File: src/rtl/card_deck_shuffler.sv
// card_deck_shuffler: builds a Fisher-Yates shuffled deck of card pair IDs.
// Randomness comes from a free-running LFSR, so the layout depends on click timing.
module card_deck_shuffler #(
  parameter int          MAX_CARDS = 24,
  parameter int          NUM_W     = 5,
  parameter int          ID_W      = 4,
  parameter logic [15:0] LFSR_SEED = 16'hACE1
) (
  input  logic             clk,
  input  logic             rst,
  input  logic             start_i,
  input  logic [NUM_W-1:0] num_of_cards_i,
  input  logic [NUM_W-1:0] rd_addr_i,
  output logic [ID_W-1:0]  rd_data_o,
  output logic             busy_o,
  output logic             ready_o,
  output logic             done_o,
  output logic             err_o
);
  localparam logic [2:0] IDLE = 3'd0, LATCH = 3'd1, FILL = 3'd2, PICK = 3'd3, SWAP = 3'd4, FINISH = 3'd5;
  localparam logic [NUM_W-1:0] MAX_N = NUM_W'(MAX_CARDS);
  logic [2:0] state_q, state_d;
  logic [NUM_W-1:0] n_q, n_d, i_q, i_d, j_q, j_d, j_cand;
  logic [15:0] lfsr_q, lfsr_d;
  logic ready_q, ready_d, err_q, err_d, n_ok;
  logic [ID_W-1:0] deck_q [MAX_CARDS];
  assign j_cand = lfsr_q[NUM_W-1:0];
  assign n_ok = !num_of_cards_i[0] && num_of_cards_i >= NUM_W'(2) && num_of_cards_i <= MAX_N;
  assign rd_data_o = (rd_addr_i < MAX_N) ? deck_q[rd_addr_i] : '0;
  assign busy_o = (state_q != IDLE) && (state_q != FINISH);
  assign done_o = state_q == FINISH;
  assign ready_o = ready_q;
  assign err_o = err_q;
  always_comb begin
    lfsr_d = {1'b0, lfsr_q[15:1]} ^ ({16{lfsr_q[0]}} & 16'hB400);
    state_d = state_q;
    n_d = n_q;
    i_d = i_q;
    j_d = j_q;
    ready_d = ready_q;
    err_d = 1'b0;
    case (state_q)
      IDLE: begin
        state_d = start_i ? LATCH : IDLE;
        ready_d = start_i ? 1'b0 : ready_q;
      end
      LATCH: begin
        n_d = num_of_cards_i;
        i_d = '0;
        state_d = n_ok ? FILL : IDLE;
        err_d = !n_ok;
      end
      FILL: begin
        state_d = (i_q == n_q - 1'b1) ? PICK : FILL;
        i_d = (i_q == n_q - 1'b1) ? i_q : i_q + 1'b1;
      end
      PICK: begin
        state_d = (j_cand <= i_q) ? SWAP : PICK;
        j_d = j_cand;
      end
      SWAP: begin
        i_d = i_q - 1'b1;
        state_d = (i_q == NUM_W'(1)) ? FINISH : PICK;
        ready_d = i_q == NUM_W'(1);
      end
      FINISH: state_d = IDLE;
      default: state_d = IDLE;
    endcase
  end
  always_ff @(posedge clk) begin
    if (rst) begin
      state_q <= IDLE;
      n_q <= '0;
      i_q <= '0;
      j_q <= '0;
      lfsr_q <= LFSR_SEED;
      ready_q <= 1'b0;
      err_q <= 1'b0;
      for (int k = 0; k < MAX_CARDS; k++) deck_q[k] <= '0;
    end else begin
      state_q <= state_d;
      n_q <= n_d;
      i_q <= i_d;
      j_q <= j_d;
      lfsr_q <= lfsr_d;
      ready_q <= ready_d;
      err_q <= err_d;
      // a valid request clears the whole deck so entries beyond N read as 0
      if (state_q == LATCH && n_ok)
        for (int k = 0; k < MAX_CARDS; k++) deck_q[k] <= '0;
      if (state_q == FILL) deck_q[i_q] <= ID_W'(i_q >> 1);
      if (state_q == SWAP) begin
        deck_q[i_q] <= deck_q[j_q];
        deck_q[j_q] <= deck_q[i_q];
      end
    end
  end
endmodule

File: config.mk
export PLATFORM = sky130hd
export DESIGN_NAME = card_deck_shuffler
export DESIGN_NICKNAME = d
export VERILOG_FILES = /design/src/rtl/card_deck_shuffler.sv
export SDC_FILE = /design/constraint.sdc
export NUM_CORES = 1
export LEC_CHECK = 0
export ABC_AREA = 1
export CORE_UTILIZATION = 55
export CTS_CLUSTER_SIZE = 30
export DETAILED_ROUTE_END_ITERATION = 6
export GPL_TIMING_DRIVEN = 0
export HOLD_SLACK_MARGIN = 0.05
export PLACE_DENSITY = 0.74
export SETUP_SLACK_MARGIN = 0.1
export SYNTH_ARGS = -nofsm -noshare
export SYNTH_HDL_FRONTEND = slang
export SYNTH_SLANG_ARGS = --single-unit
File: constraint.sdc
create_clock -name clk -period 1.8 [get_ports clk]
set_input_delay 0.36 -clock clk [delete_from_list [all_inputs] [get_ports clk]]
set_output_delay 0.36 -clock clk [all_outputs]
set_load 0.05 [all_outputs]
==> results of run 1 <==
==> through the flow <==
step,util,hold WS [ns],worst slack (ns),instances
floorplan,-,0.388,0.0646,1712
global placement,0.596,0.393,-1.66,2005
detailed placement,0.596,0.392,-1.62,2005
CTS,0.766,0.401,-0.389,2161
==> layer usage <==
layer  GRT overflow  track usage
met1              3        0.787
met2             37        0.944
met3              1        0.634
met4             46        0.829
met5              0        0.277
==> cells by family after synthesis <==
family	count (synthesis)
and+or+nand+nor	1123
buffers and inverters	200
AOI/OAI and AO/OA	195
DFF	174
adders and majority gates	11
xor gates and xnor gates	9
==> repair_timing <==
item	4_1_cts
buffers inserted	107
gates resized for setup	566
gates cloned	19
endpoints found under the setup margin	278
pin swaps	198
==> metrics.md, run 1 <==
| Metric | Value |
|---|---|
| IO Pins | `21` |
| YS warnings | `0` |
| Synth Area in Compound Gates | `0.0885` |
| # H-tree levels | `4` |
| Final GP Congestion | `1.09` |
| Adder-Cell Fraction of Synth Area | `0.0117` |
| Ys async rst share | `0` |
| Num CTS Buffers | `17` |
| Area leader, netlist | `edfxtp_1` |
| Pin count of the biggest net entering global routing | `18` |
| Clock tree buffer depth | `2` |
| Synth top cells by count | `nand2_1, nand3_1, edfxtp_1, o21ai_0, nor2_1` |
| FF+latch count, synth | `174` |
| Register area share after synthesis | `0.405` |
| Synth top area cells | `edfxtp_1, nand2_1, nand3_1, dfxtp_1, o21ai_0` |
| Cell with the most instances after synthesis | `nand2_1` |
| Tool error | `[ERROR GRT-0232] Routing congestion too high. Check the congestion heatmap in the GUI.` |
| Top_reg_cell synth | `edfxtp_1` |
| Fraction of the mapped netlist area in simple logic gates | `0.406` |
| PortBufs | `18` |
| Mapped cell area | `11800 um^2` |
| Syn_area_per_cell | `6.88 um^2` |
| Worst endpoint, post-GRT repair | `rd_data_o[3]` |
| Num rows | `53` |
| Largest family of logic cells by synthesized area | `simple AND/OR/NAND/NOR gates` |
| Outcome | `did not finish` |
| Xor/xnor share of the synthesized area | `0.00670` |
| Die height | `148 um` |
| Starting density of the core | `0.560` |
| Synth top area share | `0.326` |
| Sinks on Clock Net | `174` |
| EDFF count, synth | `128` |
| GRT Util Overall | `0.789` |
| Worst endpoint type | `output port` |
| Post-synthesis mux area share | `0` |
| Placement Cell Area | `12500 um^2` |
| Post-cts hold buffer count | `0` |
| Mapped Nets | `1736` |
| Die span in x | `148 um` |
| Root buffer cell | `clkbuf_16` |
| Failing step | `global routing` |
| Cells after Synth | `1712` |
| Total gr overflow | `87` |
| Synth cell types | `36` |
| Hpwl dp | `34900 um` |
==> run 2, diff against run 1 <==
==> config.mk (replaced) <==
export PLATFORM = sky130hd
export DESIGN_NAME = card_deck_shuffler
export DESIGN_NICKNAME = d
export VERILOG_FILES = /design/src/rtl/card_deck_shuffler.sv
export SDC_FILE = /design/constraint.sdc
export NUM_CORES = 1
export LEC_CHECK = 0
export ABC_AREA = 1
export CORE_UTILIZATION = 40
export DETAILED_ROUTE_END_ITERATION = 6
export GPL_TIMING_DRIVEN = 0
export PLACE_DENSITY_LB_ADDON = 0.15
export SYNTH_ARGS = -nofsm -noshare
export SYNTH_HDL_FRONTEND = slang
export SYNTH_SLANG_ARGS = --single-unit
==> constraint.sdc (replaced) <==
create_clock -name clk -period 2.35 [get_ports clk]
set_input_delay 0.47 -clock clk [delete_from_list [all_inputs] [get_ports clk]]
set_output_delay 0.47 -clock clk [all_outputs]
set_load 0.05 [all_outputs]
==> run 2 against run 1 <==
Net effect:
- the flow now finishes, with violations (setup timing)
- synthesized cell count did not move
- area after synthesis did not move
==> metrics.md, run 2 <==
| Metric | Value |
|---|---|
| Design Power | `8600 uW` |
| Cells after Synth | `1712 (unchanged)` |
| Final WS setup | `-0.0248 ns` |
| Layout cells sized above 1 | `0.129` |
| Pre-Repair DR Iteration Count | `6` |
| FF+latch count, synth | `174 (unchanged)` |
| Clk slew on worst S/H paths | `0.07 ns` |
| PortBufs | `18 (unchanged)` |
| Final hold violations | `0` |
| Post-Layout Cell Count | `2152` |
| Multi-input logic area | `6160 um^2` |
| RSZ-0062 raised after global routing | `true` |
| Area leader, netlist | `edfxtp_1 (unchanged)` |
| Hold_ws | `0.407 ns` |
| Reg area | `4770 um^2` |
| Sinks on Clock Net | `174 (unchanged)` |
| Worst slew margin | `0.447` |
| Starting density of the core | `0.408 (was 0.560)` |
| Slew Viols, Final | `0` |
| Routed WL | `49100 um` |
| CTS tree | `yes` |
| Startpoint Class | `input port` |
| GRT Util Overall | `0.325` |
| Initial antenna violation count | `1` |
| Post-DR vias/cell | `5.72` |
| Setup_tns | `-0.0454 ns` |
| Reg with most FFs | `deck_q` |
| Leak Pwr | `0.00581 uW` |
| Synth top area cells | `edfxtp_1, nand2_1, nand3_1, dfxtp_1, o21ai_0 (unchanged)` |
| Worst Setup End Kind | `output pin` |
| Xor/xnor share of the synthesized area | `0.00670 (unchanged)` |
| YS warnings | `0 (unchanged)` |
| Maximum Capacitance Violations | `0` |
| Number of routed nets with antenna violations | `0` |
| Num rows | `62 (was 53)` |
| PD cells | `639 nW/um^2` |
| Hpwl dp | `37400 um (was 34900 um)` |
| Area grow syn2layout | `14.4%` |
| EDFF count, synth | `128 (unchanged)` |
| Total gr overflow | `0` |
| Fraction of the mapped netlist area in simple logic gates | `0.406 (unchanged)` |
| Crit path max fanout | `10` |
| Clk_lat worst skew | `0.44 ns` |
| # H-tree levels | `4 (unchanged)` |
| Register area share after synthesis | `0.405 (unchanged)` |
| Setup Viol. Count Final | `3` |
| Mapped Nets | `1736 (unchanged)` |
| Synth top cells by count | `nand2_1, nand3_1, edfxtp_1, o21ai_0, nor2_1 (unchanged)` |
| Crit path launch | `rd_addr_i[1]` |
| Largest regs | `deck_q x128, lfsr_q x16` |
| Num CTS Buffers | `17 (unchanged)` |
| Most common cell after layout, fill and taps aside | `nand2_1` |
| Worst EP arrival | `1.90 ns` |
| Die span in x | `174 um (was 148 um)` |
| Syn_area_per_cell | `6.88 um^2 (unchanged)` |
| Synth top area share | `0.326 (unchanged)` |
| FMAX | `421 MHz` |
| Synth Area in Compound Gates | `0.0885 (unchanged)` |
| Post-synthesis mux area share | `0 (unchanged)` |
| Worst hold path type | `reg2reg` |
| IO Pins | `21 (unchanged)` |
| Placed cells | `2114 (was 2005)` |
| Cell with the most instances after synthesis | `nand2_1 (unchanged)` |
| Outcome | `complete, but fails checks (was did not finish)` |
| Ys async rst share | `0 (unchanged)` |
| Largest family of logic cells by synthesized area | `simple AND/OR/NAND/NOR gates (unchanged)` |
| Setup Crit Path Kind | `in2out` |
| Initial DRC Count | `1580` |
| Core utilization of the finished layout | `0.467` |
| Clock tree buffer depth | `2 (unchanged)` |
| Worst Tran Pin Value | `0.823 ns` |
| Synth cell types | `36 (unchanged)` |
| First-pass GRT wire length | `71700 um` |
| Top_reg_cell synth | `edfxtp_1 (unchanged)` |
| Max VDD drop | `452 uV` |
| Number of flip-flops in the largest register | `128` |
| Reg2reg setup slack | `-0.01 ns` |
| Adder-Cell Fraction of Synth Area | `0.0117 (unchanged)` |
| Fin crit period | `2.37 ns` |
| Die ar. | `30100 um^2` |
| Reg2reg end | `deck_q[3][0]` |
| ANT cells | `0` |
| Final GP Congestion | `1.02 (was 1.09)` |
| Via Count | `12320` |
| Pin count of the biggest net entering global routing | `17` |
| Reg2Reg Depth | `13` |
| Worst endpoint required time | `1.88 ns` |
| Die height | `174 um (was 148 um)` |
| CP endpoint | `rd_data_o[0]` |
| Remaining DRCs | `0` |
| Most frequent cells in the layout | `nand2_1, nand3_1, edfxtp_1, nor2_1, inv_1` |
| Fin crit share | `1.01` |
| Hold Path Depth | `2` |
| Core footprint | `28900 um^2` |
| Failing checks | `setup timing` |
| Clock skew | `0.0134 ns` |
| Root buffer cell | `clkbuf_16 (unchanged)` |
| Layout Nets | `1779` |
| FILL cells | `2956` |
| Mapped cell area | `11800 um^2 (unchanged)` |
| Wire per inst | `22.8 um` |
| Vias in the first global route | `11007` |
-- run 2: cell counts after synthesis --
Identical to the previous run, type by type.
-- run 2: per-layer routing --
metal | wire length [um] | up-vias | part of all wire | global-route usage
met5 | 0 | - | 0 | 0
met2 | 20600 | 790 | 0.42 | 0.475
met3 | 5500 | 115 | 0.11 | 0.0581
li1 | - | 5685 | - | -
met4 | 1850 | 0 | 0.038 | 0.132
met1 | 21100 | 5730 | 0.43 | 0.471
-- run 2: worst min path at each step --
stage / start / endpoint
after detailed placement: lfsr_q[6] / lfsr_q[5]
after floorplan: lfsr_q[15] / lfsr_q[14]
after global routing: lfsr_q[6] / lfsr_q[5]
final: lfsr_q[15] / lfsr_q[14]
after CTS: lfsr_q[6] / lfsr_q[5]
after global placement: lfsr_q[7] / lfsr_q[6]
-- run 2: timing repair --
| action | in CTS | in global routing |
|---|---|---|
| resized for setup | 130 | 79 |
| endpoints found under the setup margin | 226 | 196 |
| hold buffers | 0 | 0 |
| setup buffers | 2 | 3 |
| cloned | 2 | 0 |
| pin swaps | 10 | 12 |
-- run 2: cell families (layout without fill, tap and decap cells) --
| family | Yosys count | in the layout |
|---|---|---|
| compound gates | 195 | 195 |
| xor+xnor | 9 | 9 |
| fa+ha+maj | 11 | 11 |
| buf+inv | 200 | 256 |
| flops | 174 | 174 |
| simple gates | 1123 | 1123 |
-- run 2: final cells by class --
| type | instances | share of cell area |
|---|---|---|
| Buffer | 102 | 0.0633 |
| Tap cell | 384 | 0.0357 |
| Multi-Input combinational cell | 1338 | 0.457 |
| Inverter | 97 | 0.0280 |
| Clock buffer | 20 | 0.0348 |
| Timing Repair Buffer | 25 | 0.0183 |
| Sequential cell | 174 | 0.354 |
| Clock inverter | 12 | 0.00873 |
-- run 2: stage by stage --
step | instance area [um^2] | worst slack [ns]
finish | 13500 | -0.0248
global route | 13500 | -0.0995
CTS | 13300 | 0.00319
detailed placement | 12400 | -1.52
global placement | 12400 | -1.51
floorplan | 11800 | 0.0430
-- run 2: power breakdown --
| part | internal (uW) | switching [uW] |
|---|---|---|
| registers | 3440 | 193 |
| logic | 673 | 1450 |
| clock network | 1580 | 1260 |
-- run 2: critical path, stage by stage --
cell      delay, ns
clkbuf_2       0.20
clkbuf_4       0.27
a21oi_1        0.17
o21ai_1        0.12
o211ai_1       0.11
o21ai_1        0.13
o21ai_1        0.14
nand2_1        0.07
nand2_2        0.07
buf_6          0.15
No activity file was read; power rests on OpenSTA's default activity.
==> run 3, diff against run 2 <==
--- a/config.mk
+++ b/config.mk
@@ -8,6 +8,7 @@
 export ABC_AREA = 1
 export CORE_UTILIZATION = 40
 export DETAILED_ROUTE_END_ITERATION = 6
+export GPL_ROUTABILITY_DRIVEN = 0
 export GPL_TIMING_DRIVEN = 0
 export PLACE_DENSITY_LB_ADDON = 0.15
 export SYNTH_ARGS = -nofsm -noshare
==> constraint.sdc (replaced) <==
create_clock -name clk -period 2.35 [get_ports clk]
set_input_delay 0.235 -clock clk [delete_from_list [all_inputs] [get_ports clk]]
set_output_delay 0.235 -clock clk [all_outputs]
set_load 0.05 [all_outputs]
==> run 3 against run 2 <==
Net effect:
- the flow finishes with violations (DRC)
- core utilization hardly changed
- cell count increased by 0.37%
- first-iteration DRC count increased by 35%
- register-to-register slack improved by 0.07 ns
- sequential cell count unchanged
- sequential share of layout area about the same
- non-clock buffer count is 8 higher
- clock power is 1% higher
- die area did not move
- critical endpoint is now deck_q[28][2]
- sequential power is 1% lower
- power decreased by 0.71%
==> metrics.md, run 3 (synthesis results as in run 2) <==
| Metric | Value |
|---|---|
| Hold_ws | `0.410 ns (was 0.407 ns)` |
| PortBufs | `18 (unchanged)` |
| Setup_tns | `0 ns (was -0.0454 ns)` |
| CP endpoint | `deck_q[28][2] (was rd_data_o[0])` |
| Maximum Capacitance Violations | `0 (unchanged)` |
| Total gr overflow | `0 (unchanged)` |
| Min-delay src | `lfsr_q[5] (was lfsr_q[15])` |
| Core footprint | `28900 um^2 (unchanged)` |
| Largest regs | `deck_q x128, lfsr_q x16 (unchanged)` |
| Setup Crit Path Kind | `reg2reg (was in2out)` |
| Num rows | `62 (unchanged)` |
| PD cells | `634 nW/um^2 (was 639 nW/um^2)` |
| Root buffer cell | `clkbuf_16 (unchanged)` |
| Fin crit period | `2.29 ns (was 2.37 ns)` |
| Slew Viols, Final | `0 (unchanged)` |
| Setup Viol. Count Final | `0 (was 3)` |
| Initial DRC Count | `2131 (was 1580)` |
| Post-DR vias/cell | `5.71 (was 5.72)` |
| Final hold violations | `0 (unchanged)` |
| Worst Tran Pin Value | `0.828 ns (was 0.823 ns)` |
| Pin count of the biggest net entering global routing | `20 (was 17)` |
| # H-tree levels | `4 (unchanged)` |
| Number of routed nets with antenna violations | `0 (unchanged)` |
| Die ar. | `30100 um^2 (unchanged)` |
| Outcome | `complete, but fails checks (unchanged)` |
| ANT cells | `0 (unchanged)` |
| Reg2reg setup slack | `0.06 ns (was -0.01 ns)` |
| Worst endpoint required time | `2.56 ns (was 1.88 ns)` |
| Sinks on Clock Net | `174 (unchanged)` |
| Leak Pwr | `0.00581 uW (about the same)` |
| Num CTS Buffers | `17 (unchanged)` |
| Failing checks | `DRC (was setup timing)` |
| Number of flip-flops in the largest register | `128 (unchanged)` |
| Wire per inst | `22.1 um (was 22.8 um)` |
| FILL cells | `2930 (was 2956)` |
| Clk_lat worst skew | `0.46 ns (was 0.44 ns)` |
| Die height | `174 um (unchanged)` |
| Worst hold path type | `reg2reg (unchanged)` |
| Fin crit share | `0.974 (was 1.01)` |
| Reg with most FFs | `deck_q (unchanged)` |
| Area grow syn2layout | `14.4% (about the same)` |
| First-pass GRT wire length | `69600 um (was 71700 um)` |
| Worst slew margin | `0.446 (was 0.447)` |
| Via Count | `12344 (was 12320)` |
| Clk slew on worst S/H paths | `0.08 ns (was 0.07 ns)` |
| Design Power | `8540 uW (was 8600 uW)` |
| Initial antenna violation count | `0 (was 1)` |
| Startpoint Class | `register (was input port)` |
| IO Pins | `21 (unchanged)` |
| Vias in the first global route | `11022 (was 11007)` |
| Die span in x | `174 um (unchanged)` |
| Max VDD drop | `368 uV (was 452 uV)` |
| Reg2Reg Depth | `12 (was 13)` |
| Starting density of the core | `0.408 (unchanged)` |
| Routed WL | `47800 um (was 49100 um)` |
| Final WS setup | `0.0620 ns (was -0.0248 ns)` |
| Post-cts hold buffer count | `0 (unchanged)` |
| Dpl ws | `-1.12 ns (was -1.52 ns)` |
| Layout cells sized above 1 | `0.124 (was 0.129)` |
| Worst Setup End Kind | `register (was output pin)` |
| Post-Layout Cell Count | `2160 (was 2152)` |
| Worst EP arrival | `2.50 ns (was 1.90 ns)` |
| Pre-Repair DR Iteration Count | `7 (was 6)` |
| CTS tree | `yes (unchanged)` |
| GRT Util Overall | `0.316 (was 0.325)` |
| Hpwl dp | `34700 um (was 37400 um)` |
| Layout Nets | `1787 (was 1779)` |
| Clock tree buffer depth | `2 (unchanged)` |
| Reg area | `4770 um^2 (about the same)` |
| Crit path max fanout | `10 (unchanged)` |
| Remaining DRCs | `1 (was 0)` |
| Multi-input logic area | `6110 um^2 (was 6160 um^2)` |
| Clock skew | `0.0182 ns (was 0.0134 ns)` |
| Placed cells | `2114 (unchanged)` |
| Reg2reg end | `deck_q[28][2] (was deck_q[3][0])` |
| FMAX | `437 MHz (was 421 MHz)` |
| Most frequent cells in the layout | `nand2_1, nand3_1, edfxtp_1, o21ai_0, nor2_1 (was nand2_1, nand3_1, edfxtp_1, nor2_1, inv_1)` |
| Most common cell after layout, fill and taps aside | `nand2_1 (unchanged)` |
==> run 3: critical path, cell delays in order (launching register included) <==
cell and delay, ns:
dfxtp_1 0.32, buf_2 0.19, buf_4 0.27, nand3_1 0.11, nand3_1 0.12, nand2_1 0.15
nand2_1 0.10, nand3_1 0.14, nand3_1 0.15, nand2_4 0.13, buf_4 0.22, nand2_1 0.07
nand2_1 0.05
==> run 3: layer usage <==
layer / routed length, um / track usage / part of all wire
met1: 19200 / 0.426 / 0.40
met2: 20300 / 0.472 / 0.43
met3: 5670 / 0.0713 / 0.12
met4: 2600 / 0.168 / 0.054
met5: 0 / 0 / 0
==> run 3: report_power, final <==
group | total [uW] | switching (uW) | internal, uW
Sequential | 3580 | 137 | 3440
Clock | 2880 | 1450 | 1430
Combinational | 2090 | 1460 | 625
==> run 3: how the worst min path moves through the flow <==
| stage | to | depth (start not counted) | slack [ns] |
|---|---|---|---|
| 6_report | lfsr_q[4] | 2 | 0.41 |
| 5_1_grt | lfsr_q[6] | 1 | 0.43 |
| 4_1_cts | lfsr_q[4] | 2 | 0.41 |
| 3_5_place_dp | lfsr_q[5] | 1 | 0.40 |
| 3_3_place_gp | lfsr_q[6] | 1 | 0.39 |
| 2_1_floorplan | n_q[4] | 2 | 0.37 |
==> run 3: layout make-up <==
class | instances | share of cell area
Clock buffer | 17 | 0.0316
Buffer | 103 | 0.0574
Clock inverter | 15 | 0.0131
Timing Repair Buffer | 32 | 0.0264
Sequential cell | 174 | 0.354
Inverter | 97 | 0.0283
Tap cell | 384 | 0.0357
Multi-Input combinational cell | 1338 | 0.454
==> run 3: stage by stage <==
step / util / area, um^2
2_1_floorplan: - / 11800
3_3_place_gp: 0.431 / 12400
3_5_place_dp: 0.431 / 12400
4_1_cts: 0.456 / 13200
5_1_grt: 0.467 / 13500
6_report: 0.467 / 13500
==> run 3: timing repair <==
action	in CTS	in global routing
endpoints found under the hold margin	0	0
setup endpoints to repair	234	227
resized for setup	85	62
buffers inserted	2	12
pin swaps	1	6
==> run 4, diff against run 3 <==
--- a/config.mk
+++ b/config.mk
@@ -6,6 +6,7 @@
 export NUM_CORES = 1
 export LEC_CHECK = 0
 export ABC_AREA = 1
+export CORE_ASPECT_RATIO = 0.7
 export CORE_UTILIZATION = 40
 export DETAILED_ROUTE_END_ITERATION = 6
 export GPL_ROUTABILITY_DRIVEN = 0
==> constraint.sdc (replaced) <==
create_clock -name clk -period 2.35 [get_ports clk]
set_input_delay 0.47 -clock clk [delete_from_list [all_inputs] [get_ports clk]]
set_output_delay 0.47 -clock clk [all_outputs]
set_load 0.05 [all_outputs]
==> run 4 against run 3 <==
Net effect:
- the flow finishes with violations (DRC, setup timing)
- sequential share of layout area fell by 0.60 points
- power rose by 1.3%
- first-iteration DRC count rose by 7.0%
- die area barely moved
- combinational power rose by 6%
- non-clock buffer count rose by 11
- clock skew fell by 0.0049 ns
- critical path depth fell by 5
- final area rose by 1.7%
- global-route usage rose by 0.59 points
- maximum frequency fell by 7.1%
- cell count rose by 0.23%
- critical endpoint is now rd_data_o[1]
- largest cell class unchanged
- highest routed layer unchanged
==> metrics.md, run 4 (synthesis results as in run 2) <==
| Metric | Value |
|---|---|
| Setup Viol. Count Final | `4 (was 0)` |
| Vias in the first global route | `11196 (was 11022)` |
| Via Count | `12572 (was 12344)` |
| Crit path max fanout | `3 (was 10)` |
| Fin crit share | `1.05 (was 0.974)` |
| Starting density of the core | `0.408 (about the same)` |
| Worst slew margin | `0.386 (was 0.446)` |
| Routed WL | `49000 um (was 47800 um)` |
| PortBufs | `18 (unchanged)` |
| Number of routed nets with antenna violations | `0 (unchanged)` |
| Outcome | `complete, but fails checks (unchanged)` |
| Failing checks | `DRC, setup timing (was DRC)` |
| Layout Nets | `1798 (was 1787)` |
| Initial antenna violation count | `0 (unchanged)` |
| Wire per inst | `22.6 um (was 22.1 um)` |
| Cells along the critical path | `o21ai_1 > o211ai_1 > o21ai_1 > o21ai_1 > nand2_1 > nand2_2 > buf_8 (was buf_2 > buf_4 > nand3_1 > nand3_1 > nand2_1 > nand2_1 > nand3_1 > nand3_1 > nand2_4 > buf_4 > nand2_1 > nand2_1)` |
| Hold path endpoint | `lfsr_q[14] (was lfsr_q[4])` |
| Remaining DRCs | `5 (was 1)` |
| Die span in x | `207 um (was 174 um)` |
| Setup Crit Path Kind | `reg2out (was reg2reg)` |
| Num rows | `52 (was 62)` |
| GRT Util Overall | `0.322 (was 0.316)` |
| First-pass GRT wire length | `71300 um (was 69600 um)` |
| Most frequent cells in the layout | `nand2_1, nand3_1, edfxtp_1, nor2_1, o21ai_0 (was nand2_1, nand3_1, edfxtp_1, o21ai_0, nor2_1)` |
| Clk_lat worst skew | `0.46 ns (about the same)` |
| Maximum Capacitance Violations | `0 (unchanged)` |
| Pin count of the biggest net entering global routing | `19 (was 20)` |
| Fin crit period | `2.46 ns (was 2.29 ns)` |
| Slew Viols, Final | `0 (unchanged)` |
| Min-delay src | `lfsr_q[15] (was lfsr_q[5])` |
| Worst hold path type | `reg2reg (unchanged)` |
| Sinks on Clock Net | `174 (unchanged)` |
| Most common cell after layout, fill and taps aside | `nand2_1 (unchanged)` |
| Max VDD drop | `441 uV (was 368 uV)` |
| Pre-Repair DR Iteration Count | `7 (unchanged)` |
| Die ar. | `30100 um^2 (about the same)` |
| Post-cts hold buffer count | `0 (unchanged)` |
| Die height | `146 um (was 174 um)` |
| Root buffer cell | `clkbuf_16 (unchanged)` |
| Reg2reg setup slack | `-0.01 ns (was 0.06 ns)` |
| RSZ-0062 raised after global routing | `true` |
| Setup_tns | `-0.252 ns (was 0 ns)` |
| Final hold violations | `0 (unchanged)` |
| Hpwl dp | `36000 um (was 34700 um)` |
| CTS tree | `yes (unchanged)` |
| Total gr overflow | `0 (unchanged)` |
| Worst Tran Pin Value | `0.914 ns (was 0.828 ns)` |
| Clock tree buffer depth | `2 (unchanged)` |
| Reg2reg end | `deck_q[25][2] (was deck_q[28][2])` |
| Most used cell, CP | `o21ai_1` |
| Dpl ws | `-1.57 ns (was -1.12 ns)` |
| Worst endpoint required time | `1.88 ns (was 2.56 ns)` |
| Num CTS Buffers | `17 (unchanged)` |
| PD cells | `631 nW/um^2 (was 634 nW/um^2)` |
| Slowest CP cell | `edfxtp_1 (was dfxtp_1)` |
| ANT cells | `0 (unchanged)` |
| Worst Setup End Kind | `output pin (was register)` |
| Worst EP arrival | `1.99 ns (was 2.50 ns)` |
| FMAX | `406 MHz (was 437 MHz)` |
| # H-tree levels | `4 (unchanged)` |
| Clk slew on worst S/H paths | `0.08 ns (about the same)` |
| Reg with most FFs | `deck_q (unchanged)` |
| Initial DRC Count | `2280 (was 2131)` |
| Hold Path Depth | `2 (unchanged)` |
| Largest stage delay on the critical path | `0.39 ns (was 0.32 ns)` |
| Leak Pwr | `0.00593 uW (was 0.00581 uW)` |
| Layout cells sized above 1 | `0.144 (was 0.124)` |
| Area grow syn2layout | `16.4% (was 14.4%)` |
| Startpoint Class | `register (unchanged)` |
| Post-DR vias/cell | `5.81 (was 5.71)` |
| Number of flip-flops in the largest register | `128 (unchanged)` |
| Largest regs | `deck_q x128, lfsr_q x16 (unchanged)` |
| IO Pins | `21 (unchanged)` |
| Core footprint | `28900 um^2 (about the same)` |
| Final WS setup | `-0.114 ns (was 0.0620 ns)` |
| Clock skew | `0.0133 ns (was 0.0182 ns)` |
| Reg2Reg Depth | `13 (was 12)` |
==> run 4: worst max path at each step <==
stage	slack, ns	endpoint	from	cells past startpoint
4_1_cts	-0.04	rd_data_o[1]	deck_q[2][1]	7
2_1_floorplan	0.04	rd_data_o[0]	rd_addr_i[1]	8
3_3_place_gp	-1.56	rd_data_o[1]	rd_addr_i[0]	11
5_1_grt	-0.13	rd_data_o[1]	deck_q[0][1]	9
3_5_place_dp	-1.57	rd_data_o[1]	rd_addr_i[0]	11
6_report	-0.11	rd_data_o[1]	deck_q[2][1]	7
==> run 4: final cells by class <==
type	count	area, um^2
multi-input combinational	1338	6160
buffer	103	885
inverter	97	389
clock buffer	17	425
timing repair buffer	43	458
clock inverter	15	145
tap	378	473
fill	2921	15200
sequential	174	4770
==> run 4: worst max-delay path: cells and delay by family (launching register included) <==
family | cells | cell delay, ns
AND/OR/NAND/NOR | 2 | 0.17
buffers and inverters | 1 | 0.15
AO/OA/AOI/OAI | 4 | 0.83
flip-flops | 1 | 0.39
==> run 4: what timing repair did <==
item / in CTS / in global routing
setup endpoints to repair: 244 / 224
setup buffers: 12 / 11
gates resized for setup: 117 / 122
gates cloned: 1 / 1
pin swaps: 12 / 13
==> run 4: layer usage <==
metal	global-route usage	wire length, um
met5	0	0
met4	0.0993	1550
met3	0.129	7880
met2	0.432	18600
met1	0.466	21000
==> run 4: power by group <==
part	total, uW	internal (uW)	switching, uW
Combinational	2220	673	1550
Clock	2870	1410	1450
Sequential	3570	3440	129
==> run 4: per-stage QoR <==
stage                     hold WS [ns]  power, uW  cells  area (um^2)  utilization
final                            0.411       8650   2165        13700        0.474
after global routing             0.423       8840   2165        13700        0.474
after CTS                        0.414       8430   2153        13300        0.462
after detailed placement         0.399       5590   2108        12400        0.430
after global placement           0.393       5580   2108        12400        0.430
after floorplan                  0.388       4810   1712        11800            -
